**config.mk**
```make
export PLATFORM = sky130hd
export DESIGN_NAME = lzrw1_item_parser
export DESIGN_NICKNAME = d
export VERILOG_FILES = /design/src/rtl/lzrw1_pkg.sv /design/src/rtl/lzrw1_item_parser.sv
export SDC_FILE = /design/constraint.sdc
export NUM_CORES = 1
export LEC_CHECK = 0
export ABC_AREA = 1
export ABC_CLOCK_PERIOD_IN_PS = 1800
export CAP_MARGIN = 40
export CORE_MARGIN = 5
export CORE_UTILIZATION = 40
export CTS_BUF_LIST = sky130_fd_sc_hd__clkbuf_4
export DETAILED_ROUTE_END_ITERATION = 10
export GPL_ROUTABILITY_DRIVEN = 0
export HOLD_SLACK_MARGIN = 0.05
export PLACE_DENSITY = 0.65
export RECOVER_POWER = 100
export SETUP_SLACK_MARGIN = 0.02
export SLEW_MARGIN = 40
export SYNTH_ARGS = -nofsm -noshare
export SYNTH_HDL_FRONTEND = slang
export SYNTH_SLANG_ARGS = --single-unit
```
**constraint.sdc**
```tcl
create_clock -name clk -period 1.8 [get_ports clk]
set_clock_uncertainty 0.15 [all_clocks]
set_input_delay 0.27 -clock clk [delete_from_list [all_inputs] [get_ports clk]]
set_output_delay 0.27 -clock clk [all_outputs]
set_load 0.005 [all_outputs]
```
**src/rtl/lzrw1_pkg.sv**
```systemverilog
// Shared types and constants for the LZRW1 item parser.
// Optional offset validation is enabled with the LZRW1_OFFSET_CHECK_EN macro (see lzrw1_item_parser).
package lzrw1_pkg;

  typedef enum logic [2:0] {
    ST_IDLE,
    ST_CTRL_LO,
    ST_CTRL_HI,
    ST_ITEM0,
    ST_ITEM1,
    ST_EMIT,
    ST_DONE
  } parser_state_t;

  localparam int OFFSET_WIDTH   = 12;
  localparam int LEN_WIDTH      = 5;
  localparam int FLAGS_PER_CTRL = 16;
  localparam int MIN_COPY_LEN   = 3;

  typedef struct packed {
    logic                    is_copy;
    logic [7:0]              literal;
    logic [OFFSET_WIDTH-1:0] offset;
    logic [LEN_WIDTH-1:0]    len;
  } token_t;

  // Copy length is the low nibble of the first copy byte plus one, widened so 15+1 does not wrap.
  function automatic logic [LEN_WIDTH-1:0] copy_len(input logic [3:0] nibble);
    return {1'b0, nibble} + LEN_WIDTH'(1);
  endfunction

endpackage

```
**src/rtl/lzrw1_item_parser.sv**
```systemverilog
// LZRW1 framing decoder: pops compressed bytes from a show-ahead FIFO and emits one literal/copy token per item.
// Define LZRW1_OFFSET_CHECK_EN to flag copies whose offset reaches past the bytes produced so far.
module lzrw1_item_parser
  import lzrw1_pkg::*;
#(
  parameter int BYTE_CNT_WIDTH = 16
) (
  input  logic                      clk,
  input  logic                      reset,
  input  logic                      start_in,
  input  logic [BYTE_CNT_WIDTH-1:0] byte_count_in,
  input  logic [7:0]                fifo_data_in,
  input  logic                      fifo_empty_in,
  output logic                      fifo_rd_en_out,
  output logic                      tok_valid_out,
  input  logic                      tok_ready_in,
  output logic                      tok_is_copy_out,
  output logic [7:0]                tok_literal_out,
  output logic [OFFSET_WIDTH-1:0]   tok_offset_out,
  output logic [LEN_WIDTH-1:0]      tok_len_out,
  output logic                      busy_out,
  output logic                      done_out,
  output logic                      err_out
);

  parser_state_t             state_reg;
  logic [BYTE_CNT_WIDTH-1:0] bytes_left_reg;
  logic [15:0]               ctrl_reg;
  logic [4:0]                flags_left_reg;
  logic [7:0]                b0_reg;
  token_t                    tok_reg;
  logic                      err_reg;

  logic                      read_state;
  logic                      bytes_avail;
  logic                      pop;
  logic [OFFSET_WIDTH-1:0]   copy_off;

`ifdef LZRW1_OFFSET_CHECK_EN
  logic [17:0]               out_bytes_reg;
`endif

  assign read_state  = (state_reg == ST_CTRL_LO) || (state_reg == ST_CTRL_HI) ||
                       (state_reg == ST_ITEM0)   || (state_reg == ST_ITEM1);
  assign bytes_avail = (bytes_left_reg != '0);
  assign pop         = !reset && read_state && !fifo_empty_in && bytes_avail;
  assign copy_off    = {b0_reg[7:4], fifo_data_in};

  assign fifo_rd_en_out  = pop;
  assign tok_valid_out   = (state_reg == ST_EMIT);
  assign busy_out        = (state_reg != ST_IDLE);
  assign done_out        = (state_reg == ST_DONE);
  assign err_out         = err_reg;
  assign tok_is_copy_out = tok_reg.is_copy;
  assign tok_literal_out = tok_reg.literal;
  assign tok_offset_out  = tok_reg.offset;
  assign tok_len_out     = tok_reg.len;

  always_ff @(posedge clk) begin
    if (reset) begin
      state_reg      <= ST_IDLE;
      bytes_left_reg <= '0;
      ctrl_reg       <= '0;
      flags_left_reg <= '0;
      b0_reg         <= '0;
      tok_reg        <= '0;
      err_reg        <= 1'b0;
`ifdef LZRW1_OFFSET_CHECK_EN
      out_bytes_reg  <= '0;
`endif
    end else begin
      case (state_reg)
        ST_IDLE: begin
          if (start_in) begin
            bytes_left_reg <= byte_count_in;
            err_reg        <= 1'b0;
`ifdef LZRW1_OFFSET_CHECK_EN
            out_bytes_reg  <= '0;
`endif
            state_reg      <= (byte_count_in == '0) ? ST_DONE : ST_CTRL_LO;
          end
        end

        ST_CTRL_LO: begin
          if (!bytes_avail) begin
            state_reg <= ST_DONE;
          end else if (pop) begin
            ctrl_reg[7:0]  <= fifo_data_in;
            bytes_left_reg <= bytes_left_reg - 1'b1;
            state_reg      <= ST_CTRL_HI;
          end
        end

        ST_CTRL_HI: begin
          if (!bytes_avail) begin
            err_reg   <= 1'b1;
            state_reg <= ST_DONE;
          end else if (pop) begin
            ctrl_reg[15:8] <= fifo_data_in;
            flags_left_reg <= 5'(FLAGS_PER_CTRL);
            bytes_left_reg <= bytes_left_reg - 1'b1;
            state_reg      <= ST_ITEM0;
          end
        end

        // Running out of bytes at an item boundary just leaves flag bits unused.
        ST_ITEM0: begin
          if (!bytes_avail) begin
            state_reg <= ST_DONE;
          end else if (pop) begin
            b0_reg         <= fifo_data_in;
            bytes_left_reg <= bytes_left_reg - 1'b1;
            if (ctrl_reg[0]) begin
              state_reg <= ST_ITEM1;
            end else begin
              tok_reg   <= '{is_copy: 1'b0, literal: fifo_data_in, offset: '0, len: '0};
              state_reg <= ST_EMIT;
            end
          end
        end

        ST_ITEM1: begin
          if (!bytes_avail) begin
            err_reg   <= 1'b1;
            state_reg <= ST_DONE;
          end else if (pop) begin
            bytes_left_reg <= bytes_left_reg - 1'b1;
            tok_reg        <= '{is_copy: 1'b1, literal: '0, offset: copy_off,
                                len: copy_len(b0_reg[3:0])};
`ifdef LZRW1_OFFSET_CHECK_EN
            if ((copy_off == '0) || ({6'd0, copy_off} > out_bytes_reg)) err_reg <= 1'b1;
`endif
            state_reg      <= ST_EMIT;
          end
        end

        ST_EMIT: begin
          if (tok_ready_in) begin
            ctrl_reg       <= {1'b0, ctrl_reg[15:1]};
            flags_left_reg <= flags_left_reg - 1'b1;
`ifdef LZRW1_OFFSET_CHECK_EN
            out_bytes_reg  <= out_bytes_reg + (tok_reg.is_copy ? 18'(tok_reg.len) : 18'd1);
`endif
            if (!bytes_avail)              state_reg <= ST_DONE;
            else if (flags_left_reg == 5'd1) state_reg <= ST_CTRL_LO;
            else                           state_reg <= ST_ITEM0;
          end
        end

        ST_DONE:  state_reg <= ST_IDLE;
        default:  state_reg <= ST_IDLE;
      endcase
    end
  end

endmodule
```
; ---- Yosys cells after proc, flatten, opt, wreduce, memory -nomap -nowiden
; Index checks and enable logic that the tools add are counted.
; Widths: inputs -> output; s select.
[classes]
addsub = 3
n_eq_ne = 25
mux = 37
n_reduce_logical = 26
[ops]
columns = operator, count
row1 = $mux 26, 5
row2 = $mux 16, 4
row3 = $pmux 26 s2, 1
row4 = $mux 3, 12
row5 = $pmux 16 s2, 1
row6 = $pmux 8 s2, 2
row7 = $ne 2x2->1 const B, 11
row8 = $pmux 3 s6, 1
row9 = $logic_not 16->1, 1
row10 = $mux 8, 2
row11 = $reduce_bool 16->1, 1
row12 = $sub 16x1->16 const B, 1
row13 = $mux 5, 3
row14 = $ne 3x3->1 const B, 4
row15 = $reduce_and 4->1, 3
row16 = $reduce_and 6->1, 2
row17 = $pmux 5 s2, 1
row18 = $reduce_bool 2->1, 5
row19 = $eq 3x3->1 const B, 3
row20 = $eq 3x2->1 const B, 2
row21 = $ne 2x1->1 const B, 3
row22 = $reduce_and 3->1, 2
row23 = $add 4x1->5 const B, 1
row24 = $eq 5x1->1 const B, 1
row25 = other kinds (12), 19
[totals]
regBits = 75
input_bits = 29

; ---- Logic depth before layout (Yosys ltp)
; Gate-level depths: netlist (run 1).
[logic_depth]
depth_word = 10
ltp_mapped = 13
mapped_depth_nobuf = 12

; ---- Worst setup path before layout (run 1)
; No wires, ideal clock.
[synth_timing]
path_kind = register to register
startpoint = register bytes_left_reg[0]
endpoint = register tok_reg, in the netlist tok_literal_out[5]
setup_time_ps = 113
arrival_ps = 1450
t_required_ps = 1537
path_slack_ps = 87
stages_incl_launch_ff = 14
path_buffers = 1
cell_sequence = dfxtp_1 inv_1 ha_1 nand2_1 nor2_1 nand2_2 nand2_1 nand2_4 nand3_4 inv_4 buf_6 nand2_1 nand2_1 nor2_1
[synth_between]
elab_chain_len = 4
word_cells_on_any_way = 7
cone_classes = eq/ne: 4 / reduce/logical: 3
[synth_rtl]
columns = item, line
row1 = start: declaration, lzrw1_item_parser.sv:27  ; logic [BYTE_CNT_WIDTH-1:0] bytes_left_reg;
row2 = start signal: assignment, lzrw1_item_parser.sv:75  ; bytes_left_reg <= byte_count_in;
row3 = start signal: assignment, lzrw1_item_parser.sv:89  ; bytes_left_reg <= bytes_left_reg - 1'b1;
row4 = start signal: assignment, lzrw1_item_parser.sv:101  ; bytes_left_reg <= bytes_left_reg - 1'b1;
row5 = $reduce_bool 16->1 *, lzrw1_item_parser.sv:45  ; assign bytes_avail = (bytes_left_reg != '0);
row6 = $logic_and 1x1->1, lzrw1_item_parser.sv:46  ; assign pop = !reset && read_state && !fifo_empty_in && bytes_avail;
row7 = $ne 2x2->1 (no source line), n/a
row8 = $reduce_and 6->1 (no source line) *, n/a
row9 = end signal: assignment, lzrw1_item_parser.sv:116  ; tok_reg <= '{is_copy: 1'b0, literal: fifo_data_in, offset: '0, len: '0};
row10 = end signal: assignment, lzrw1_item_parser.sv:128  ; tok_reg <= '{is_copy: 1'b1, literal: '0, offset: copy_off,
row11 = end: declaration, lzrw1_item_parser.sv:31  ; token_t tok_reg;
; Mark *: on every way between the ends. The rest lies on a longest branch, timed or not.
; A chain may end at the register's enable or synchronous reset.

; ---- Worst setup path in the final report (run 1)
[layout_timing]
startpoint = register state_reg[0]
endpoint = register ctrl_reg[10]
[layout_between]
elab_chain_len = 9
word_cells_on_any_way = 17
cone_classes = eq/ne: 8 / mux: 1 / reduce/logical: 8
[layout_rtl]
columns = item, line
row1 = start: declaration, lzrw1_item_parser.sv:26  ; parser_state_t state_reg;
row2 = start signal: assignment, lzrw1_item_parser.sv:80  ; state_reg <= (byte_count_in == '0) ? ST_DONE : ST_CTRL_LO;
row3 = $eq 3x1->1 or $eq 3x2->1 (tied branches), "lzrw1_item_parser.sv:43, lzrw1_item_parser.sv:72"
row4 = $logic_or 1x1->1 (2 in a row), lzrw1_item_parser.sv:43  ; assign read_state = (state_reg == ST_CTRL_LO) || (state_reg == ST_CTRL_HI) ||
row5 = $logic_or 1x1->1, lzrw1_item_parser.sv:44  ; (state_reg == ST_ITEM0) || (state_reg == ST_ITEM1);
row6 = $logic_and 1x1->1 (3 in a row), lzrw1_item_parser.sv:46
row7 = $ne 2x2->1 (no source line), n/a
row8 = $reduce_and 4->1 (no source line), n/a
row9 = end signal: assignment, lzrw1_item_parser.sv:99  ; ctrl_reg[15:8] <= fifo_data_in;
row10 = end signal: assignment, lzrw1_item_parser.sv:139  ; ctrl_reg <= {1'b0, ctrl_reg[15:1]};
row11 = end: declaration, lzrw1_item_parser.sv:28  ; logic [15:0] ctrl_reg;
; Parallel ways exist; a longest one is shown, timed or not.

==> results.txt, run 1 <==
----------------------------------------------------
[Power]
  Final Power ... about 8.6 mW
  Cell area power density ... between 1000 and 1500 nW/um^2
  Largest voltage drop on the vdd net ... a little under 600 uV
  Static Leakage ... roughly 2.6 nW

[Flow run]
  Number of max-cap violations ... 0

[Finish]
  Final cell area excluding filler cells ... ~6000 um^2
  Synthesis-to-layout area growth ... 50.1%
  Fraction of layout cells with a size suffix above 1 ... 0.294
  Most frequent cells in the layout ... 148 x sky130_fd_sc_hd__nand2_1, 83 x sky130_fd_sc_hd__nor2_1, 66 x sky130_fd_sc_hd__dfxtp_1, 59 x sky130_fd_sc_hd__buf_4, 55 x sky130_fd_sc_hd__clkdlybuf4s50_1
  Number of standard cells in the final layout excluding fillers ... ~900
  Net count, final ... between 700 and 800
  Diodes inserted ... 0
  Most frequent standard cell in the layout excluding fill and tap cells ... sky130_fd_sc_hd__nand2_1

[Routing]
  DR pass1 iterations ... 4
  DRC violation total after the first TritonRoute iteration ... 192
  Number of vias in the routed layout ... approximately 4.6k
  Final routed wirelength across all metal layers ... 12,900 um
  Wire length per cell ... roughly 14 um
  Number of antenna-violating nets in the routed design ... 0
  Via density per instance ... between 5 and 6
  Total DRC errors in the routed layout ... 0

[Floorplan]
  Initial core utilization ... 0.412
  Area of the core region ... just under 10,000 um^2
  Placement Rows ... 36
  Horiz. Die Dim ... 110 um
  Vert. Die Dim ... approximately 110 um
  Ports placed on the boundary ... 60
  Area of the die ... between 10,000 and 15,000 um^2

[CTS]
  Inserted Clock Buffers ... 9
  Source-to-sink clock delay at the later pin of the worst-skew pair ... between 0.4 and 0.5 ns
  Clock tree from TritonCTS ... done
  Library cell used as clock root buffer ... sky130_fd_sc_hd__clkbuf_4
  CTS sink count ... 75
  Clk slew on worst S/H paths ... around 0.13 ns
  Maximum buffer depth of the clock tree ... 2
  CTS HTree Levels ... 3

[Synthesis]
  Syn_nets ... 658
  Library cell with the largest summed area after synthesis ... sky130_fd_sc_hd__dfxtp_1
  Share of synthesized cell area in full adder, half adder and majority cells ... 0.0155
  Share of synthesized area spent on multiplexers ... 0
  Area of the mapped netlist ... around 4000 um^2
  Synthesis Warnings ... 0
  Mapped Cells ... ~620
  Synthesized-area fraction occupied by ao, oa, aoi and oai cells ... 0.133
  Syn avg cell area ... around 6.4 um^2
  Synth area leaders ... sky130_fd_sc_hd__dfxtp_1 37%, sky130_fd_sc_hd__nand2_1 17%, sky130_fd_sc_hd__nor2_1 9.0%
  Part of the Yosys area used for sequential elements ... 0.373
  Simple-gate share of the synthesized area ... 0.379
  Post-synthesis cell type count ... 33
  FF+latch count, synth ... 75
  Largest family of logic cells by synthesized area ... simple AND/OR/NAND/NOR gates
  Area share of the leading cell type in the synthesized netlist ... 0.373
  XOR/XNOR share of the synthesized area ... 0.0131

[Setup path]
  Worst R2R Setup Slack ... -0.13 ns
  Largest fanout on the critical path ... 5
  Critical Path Sink Type ... flip-flop
  Worst r2r src ... state_reg[0]
  Critical setup path kind ... flip-flop to flip-flop
  WP data required ... 2.03 ns
  Critical path buffers and inverters ... 3
  Top delay family on crit path ... simple AND/OR/NAND/NOR gates
  Crit path launch type ... flip-flop
  CP startpoint ... state_reg[0]
  CP Data Arrival Time ... 2.16 ns
  Cell at the slowest stage of the critical path ... sky130_fd_sc_hd__dfxtp_4
  Peak per-stage delay on the critical path ... approximately 0.39 ns
  Crit-path cells ... nor2_4 -> nand2_2 -> a21oi_2 -> nand2_4 -> buf_6 -> buf_6 -> nand2_4 -> nand3_4 -> clkbuf_16 -> nand2_1 -> nand2_1 -> nor2_1

[Outcome]
  Result of the run ... finished, violations left
  Violated checks ... negative setup slack

[Place]
  Post-DP HPWL ... slightly above 8000 um
  Worst slack after detailed placement ... -0.534 ns
  Total placed instance area ... 5170 um^2
  IO Port Bufs ... slightly below 60
  Placed Cells incl. Taps ... around 860

[STA]
  Achievable Freq ... between 0.5 and 0.6 GHz
  Worst Hold Margin ... 0.313 ns
  Setup repair after global routing missed its margin ... yes
  Pins over their slew limit ... 0
  Worst slew margin relative to its limit ... 0.663
  Final hold violation count ... 0
  Crit path time final ... between 1.5 and 2 ns
  Portion of the clock cycle consumed by the worst path in the final layout ... 1.07
  Final setup violating endpoints ... 46
  Transition at the pin with the smallest max-transition slack ... a little over 0.5 ns
  Setup WS post-layout ... -0.128 ns

[Global route]
  Number of antenna violations at the first check in global routing ... 0
  Wire length of the first global-routing pass ... just under 20,000 um
  Largest net degree at the start of global routing ... 39
  Number of global-route vias before repair ... 4,289
  Overall fraction of global-route tracks in use ... 0.202
  Overflow left after global routing ... 0

[Hold path]
  Worst min-delay path category ... flip-flop to flip-flop
  Origin of the worst min-delay path ... ctrl_reg[3]

----------------------------------------------------
-- per-layer routing --
| layer | vias up | track usage | share of wire |
|---|---|---|---|
| met4 | 0 | 0.0783 | 0.021 |
| met3 | 24 | 0.0326 | 0.049 |
| met1 | 2138 | 0.259 | 0.43 |
| li1 | 2285 | - | - |
| met2 | 119 | 0.341 | 0.50 |
| met5 | - | 0 | 0 |
-- worst paths after layout --
check | end | cells past startpoint
worst min-delay path | ctrl_reg[3] | 2
worst min register to register | ctrl_reg[3] | 2
worst max register to register | ctrl_reg[10] | 12
worst max-delay path | ctrl_reg[10] | 12
-- synthesized netlist by cell type --
cell type / n
sky130_fd_sc_hd__nor2_1: 96
sky130_fd_sc_hd__o211ai_1: 2
sky130_fd_sc_hd__buf_4: 5
sky130_fd_sc_hd__a31oi_1: 1
sky130_fd_sc_hd__nor2_4: 3
sky130_fd_sc_hd__nor2_2: 1
sky130_fd_sc_hd__ha_1: 5
sky130_fd_sc_hd__nand3_4: 1
sky130_fd_sc_hd__inv_2: 5
sky130_fd_sc_hd__and3_1: 1
sky130_fd_sc_hd__nand4_1: 27
sky130_fd_sc_hd__inv_4: 1
sky130_fd_sc_hd__clkbuf_1: 7
sky130_fd_sc_hd__nand3_1: 28
sky130_fd_sc_hd__inv_6: 1
sky130_fd_sc_hd__o21ai_0: 42
sky130_fd_sc_hd__nand2_4: 2
sky130_fd_sc_hd__xor2_1: 4
sky130_fd_sc_hd__buf_2: 11
sky130_fd_sc_hd__nor3_1: 2
sky130_fd_sc_hd__buf_6: 1
sky130_fd_sc_hd__buf_1: 1
sky130_fd_sc_hd__or2_2: 5
sky130_fd_sc_hd__inv_1: 47
sky130_fd_sc_hd__dfxtp_1: 75
sky130_fd_sc_hd__clkinv_1: 1
sky130_fd_sc_hd__nand3_2: 1
sky130_fd_sc_hd__a21oi_1: 57
sky130_fd_sc_hd__nand3b_1: 1
sky130_fd_sc_hd__a21oi_2: 2
sky130_fd_sc_hd__nand2_1: 181
sky130_fd_sc_hd__xnor2_1: 2
sky130_fd_sc_hd__nand2_2: 5
-- worst min-delay path: cells and delay by family, from the launching register on --
family          cells  cell delay, ns
compound gates      1            0.06
buf+inv             1            0.06
flops               1            0.32
-- metrics by stage --
stage | setup TNS (ns) | util
final | -2.33 | 0.618
after global routing | -6.74 | 0.618
after floorplan | 0 | -
after detailed placement | -29.38 | 0.529
after global placement | -26.64 | 0.529
after CTS | -0.462 | 0.576
-- what timing repair did --
action / in CTS / in global routing
gates cloned: 5 / 6
setup buffers: 11 / 4
gates resized for setup: 96 / 92
pin swaps: 20 / 25
endpoints found under the setup margin: 76 / 78
hold buffers: 0 / 0
-- area by class of cell --
cell class,instances,area [um^2]
clock buffer,9,67.6
clock inverter,6,65.1
fill,885,3740
inverter,55,238
multi-input combinational,472,2570
sequential,75,1520
tap,133,166
timing repair buffer,144,1400
timing repair inverter,1,6.26
-- power by group --
group | total (mW) | internal (mW) | switching (mW) | leakage [nW]
sequential | 2.18 | 1.99 | 0.192 | 0.614
combinational | 5.37 | 2.37 | 2.99 | 1.88
clock | 1.06 | 0.418 | 0.644 | 0.0722
-- logic make-up (layout without fill, tap and decap cells) --
kind of cell               count (synthesis)  after routing
and+or+nand+nor                          354            357
AOI/OAI and AO/OA                        104            104
buffers and inverters                     80            215
DFF                                       75             75
xor gates and xnor gates                   6              6
adders and majority gates                  5              5
Power figures use the tool's default switching activity.
==> run 2, diff against run 1 <==
Settings changed: ABC_CLOCK_PERIOD_IN_PS 1800 to 2300, GPL_ROUTABILITY_DRIVEN 0 to not set, PLACE_DENSITY 0.65 to 0.63.
Clock period 1.8 ns to 2.3 ns, I/O delays scaled along.
==> results.txt, run 2 (synthesized netlist as in run 1, its figures left out) <==
----------------------------------------------------
[Place]
  Post-DP HPWL ... 7640 um (-6.7%)
  IO Port Bufs ... 59 (unchanged)
  Placer congestion estimate ... 0.870
  Total placed instance area ... 4780 um^2 (-7.6%)
  Placed Cells incl. Taps ... 807 (-5.7%)

[Finish]
  Share of the core filled with cells ... 0.508 (-0.110)
  Fraction of layout cells with a size suffix above 1 ... 0.0964 (-0.198)
  Number of standard cells in the final layout excluding fillers ... 828 (-7.5%)
  Net count, final ... 725 (-8.5%)
  Most frequent cells in the layout ... 182 x sky130_fd_sc_hd__nand2_1, 95 x sky130_fd_sc_hd__nor2_1, 71 x sky130_fd_sc_hd__dfxtp_1, 57 x sky130_fd_sc_hd__a21oi_1, 46 x sky130_fd_sc_hd__inv_1
  Most frequent standard cell in the layout excluding fill and tap cells ... sky130_fd_sc_hd__nand2_1
  Synthesis-to-layout area growth ... 23.4%
  Diodes inserted ... 0 (unchanged)
  Final cell area excluding filler cells ... 4970 um^2 (-18%)
  Layout fillers ... 1,047 (+18%)

[Flow run]
  Number of max-cap violations ... 0 (unchanged)

[CTS]
  Maximum buffer depth of the clock tree ... 2 (unchanged)
  CTS sink count ... 75 (unchanged)
  CTS HTree Levels ... 3 (unchanged)
  Source-to-sink clock delay at the later pin of the worst-skew pair ... 0.43 ns (about the same)
  Clk slew on worst S/H paths ... 0.12 ns (about the same)
  Library cell used as clock root buffer ... sky130_fd_sc_hd__clkbuf_4
  Clock tree from TritonCTS ... done
  Inserted Clock Buffers ... 9 (unchanged)

[Routing]
  DRC violation total after the first TritonRoute iteration ... 146 (-24%)
  Total DRC errors in the routed layout ... 0 (unchanged)
  Via density per instance ... 5.00 (-2.1%)
  Number of antenna-violating nets in the routed design ... 0 (unchanged)
  DR pass1 iterations ... 4 (unchanged)
  Final routed wirelength across all metal layers ... 10,800 um (-16%)
  Wire length per cell ... 13.1 um (-9.3%)
  Number of vias in the routed layout ... 4,137 (-9.4%)

[Outcome]
  Result of the run ... finished clean

[STA]
  Achievable Freq ... 0.461 GHz
  Pins over their slew limit ... 0 (unchanged)
  Crit path time final ... 2.17 ns
  Final hold violation count ... 0 (unchanged)
  Portion of the clock cycle consumed by the worst path in the final layout ... 0.944
  Setup TNS ... 0 ns (+2.33 ns)
  Final setup violating endpoints ... 0 (-100%)
  Transition at the pin with the smallest max-transition slack ... 0.491 ns (-0.0149 ns)
  Worst slew margin relative to its limit ... 0.670 (+0.00789)
  Setup repair after global routing missed its margin ... yes

[Floorplan]
  Placement Rows ... 36 (unchanged)
  Area of the core region ... 9770 um^2 (unchanged)
  Ports placed on the boundary ... 60 (unchanged)
  Vert. Die Dim ... 110 um (unchanged)
  Initial core utilization ... 0.412 (unchanged)
  Horiz. Die Dim ... 110 um (unchanged)
  Area of the die ... 12,200 um^2 (unchanged)

[Global route]
  Wire length of the first global-routing pass ... 17,800 um (-9.0%)
  Global-route met2 utilization ... 0.305 (-0.0355)
  Number of global-route vias before repair ... 3,887 (-9.4%)
  Overall fraction of global-route tracks in use ... 0.185 (-0.0179)
  Met1 global-route usage ... 0.239 (-0.0205)
  Overflow left after global routing ... 0 (unchanged)
  Number of antenna violations at the first check in global routing ... 0 (unchanged)
  Global routing usage on met3 ... 0.0367 (+0.00408)
  Busiest layer in global routing ... met2
  Largest net degree at the start of global routing ... 39 (unchanged)

[Power]
  Final Power ... 5.12 mW (-41%)
  Largest voltage drop on the vdd net ... 416 uV (-30%)
  Cell area power density ... 1030 nW/um^2 (-28%)
  Static Leakage ... 2.19 nW (-15%)

[Setup path]
  Critical Path Sink Type ... output port
  Critical setup path kind ... flip-flop to output port
  Largest fanout on the critical path ... 7 (+2)
  WP data required ... 1.80 ns (-0.23 ns)
  Crit path launch type ... flip-flop
  CP Data Arrival Time ... 1.68 ns (-0.48 ns)

[Hold path]
  Worst min-delay path category ... flip-flop to flip-flop

----------------------------------------------------
==> run 2: changes by cell type in the layout (fill, tap and decap cells not counted), moves of 14 or more <==
cell	previous run	this run
sky130_fd_sc_hd__clkdlybuf4s50_1	55	31
sky130_fd_sc_hd__buf_6	21	0
sky130_fd_sc_hd__nand2_1	148	182
sky130_fd_sc_hd__dlygate4sd3_1	0	27
sky130_fd_sc_hd__o21ai_0	22	42
sky130_fd_sc_hd__a21oi_1	43	57
sky130_fd_sc_hd__nand2_2	25	5
sky130_fd_sc_hd__buf_4	59	18
==> run 2: worst max-delay path, stage by stage (launching register included) <==
cell and delay (ns):
sky130_fd_sc_hd__dfxtp_2 0.39, sky130_fd_sc_hd__inv_2 0.04, sky130_fd_sc_hd__buf_4 0.16, sky130_fd_sc_hd__nor3_1 0.13, sky130_fd_sc_hd__clkdlybuf4s50_1 0.53
==> run 2: through the flow <==
step | setup WS [ns] | hold WS [ns]
4_1_cts | 0.0427 | 0.307
3_3_place_gp | -0.0943 | 0.283
3_5_place_dp | -0.0814 | 0.289
6_report | 0.130 | 0.305
5_1_grt | 0.00675 | 0.334
2_1_floorplan | 0.587 | 0.275
==> run 2: timing repair <==
item,4_1_cts,5_1_grt
setup endpoints to repair,2,8
setup buffers,3,3
pin swaps,2,2
hold buffers,0,0
gates resized for setup,6,6
==> run 2: layout make-up <==
cell class	instances	area (um^2)	share of cell area
Multi-Input combinational cell	469	2160	0.435
Sequential cell	75	1510	0.303
Timing Repair Buffer	81	758	0.153
Inverter	55	216	0.0436
Tap cell	133	166	0.0335
Clock inverter	6	91.3	0.0184
Clock buffer	9	67.6	0.0136
==> run 2: path summary, 6_finish.rpt <==
kind                 startpoint           endpoint  slack, ns  depth (start not counted)
max                state_reg[2]           done_out       0.13                          4
min                 ctrl_reg[2]        ctrl_reg[2]       0.31                          2
max reg2reg  bytes_left_reg[11]  tok_offset_out[3]       0.20                         11
min reg2reg         ctrl_reg[2]        ctrl_reg[2]       0.31                          2
==> run 2: power by group <==
part / switching [mW] / internal [mW]
logic: 1.54 / 0.912
registers: 0.194 / 1.55
clock network: 0.488 / 0.439
total: 2.22 / 2.90
==> run 2: layer usage <==
layer / routed length, um / up-vias
li1: - / 2140
met1: 5100 / 1905
met2: 5160 / 72
met3: 342 / 20
met4: 211 / 0
met5: 0 / -
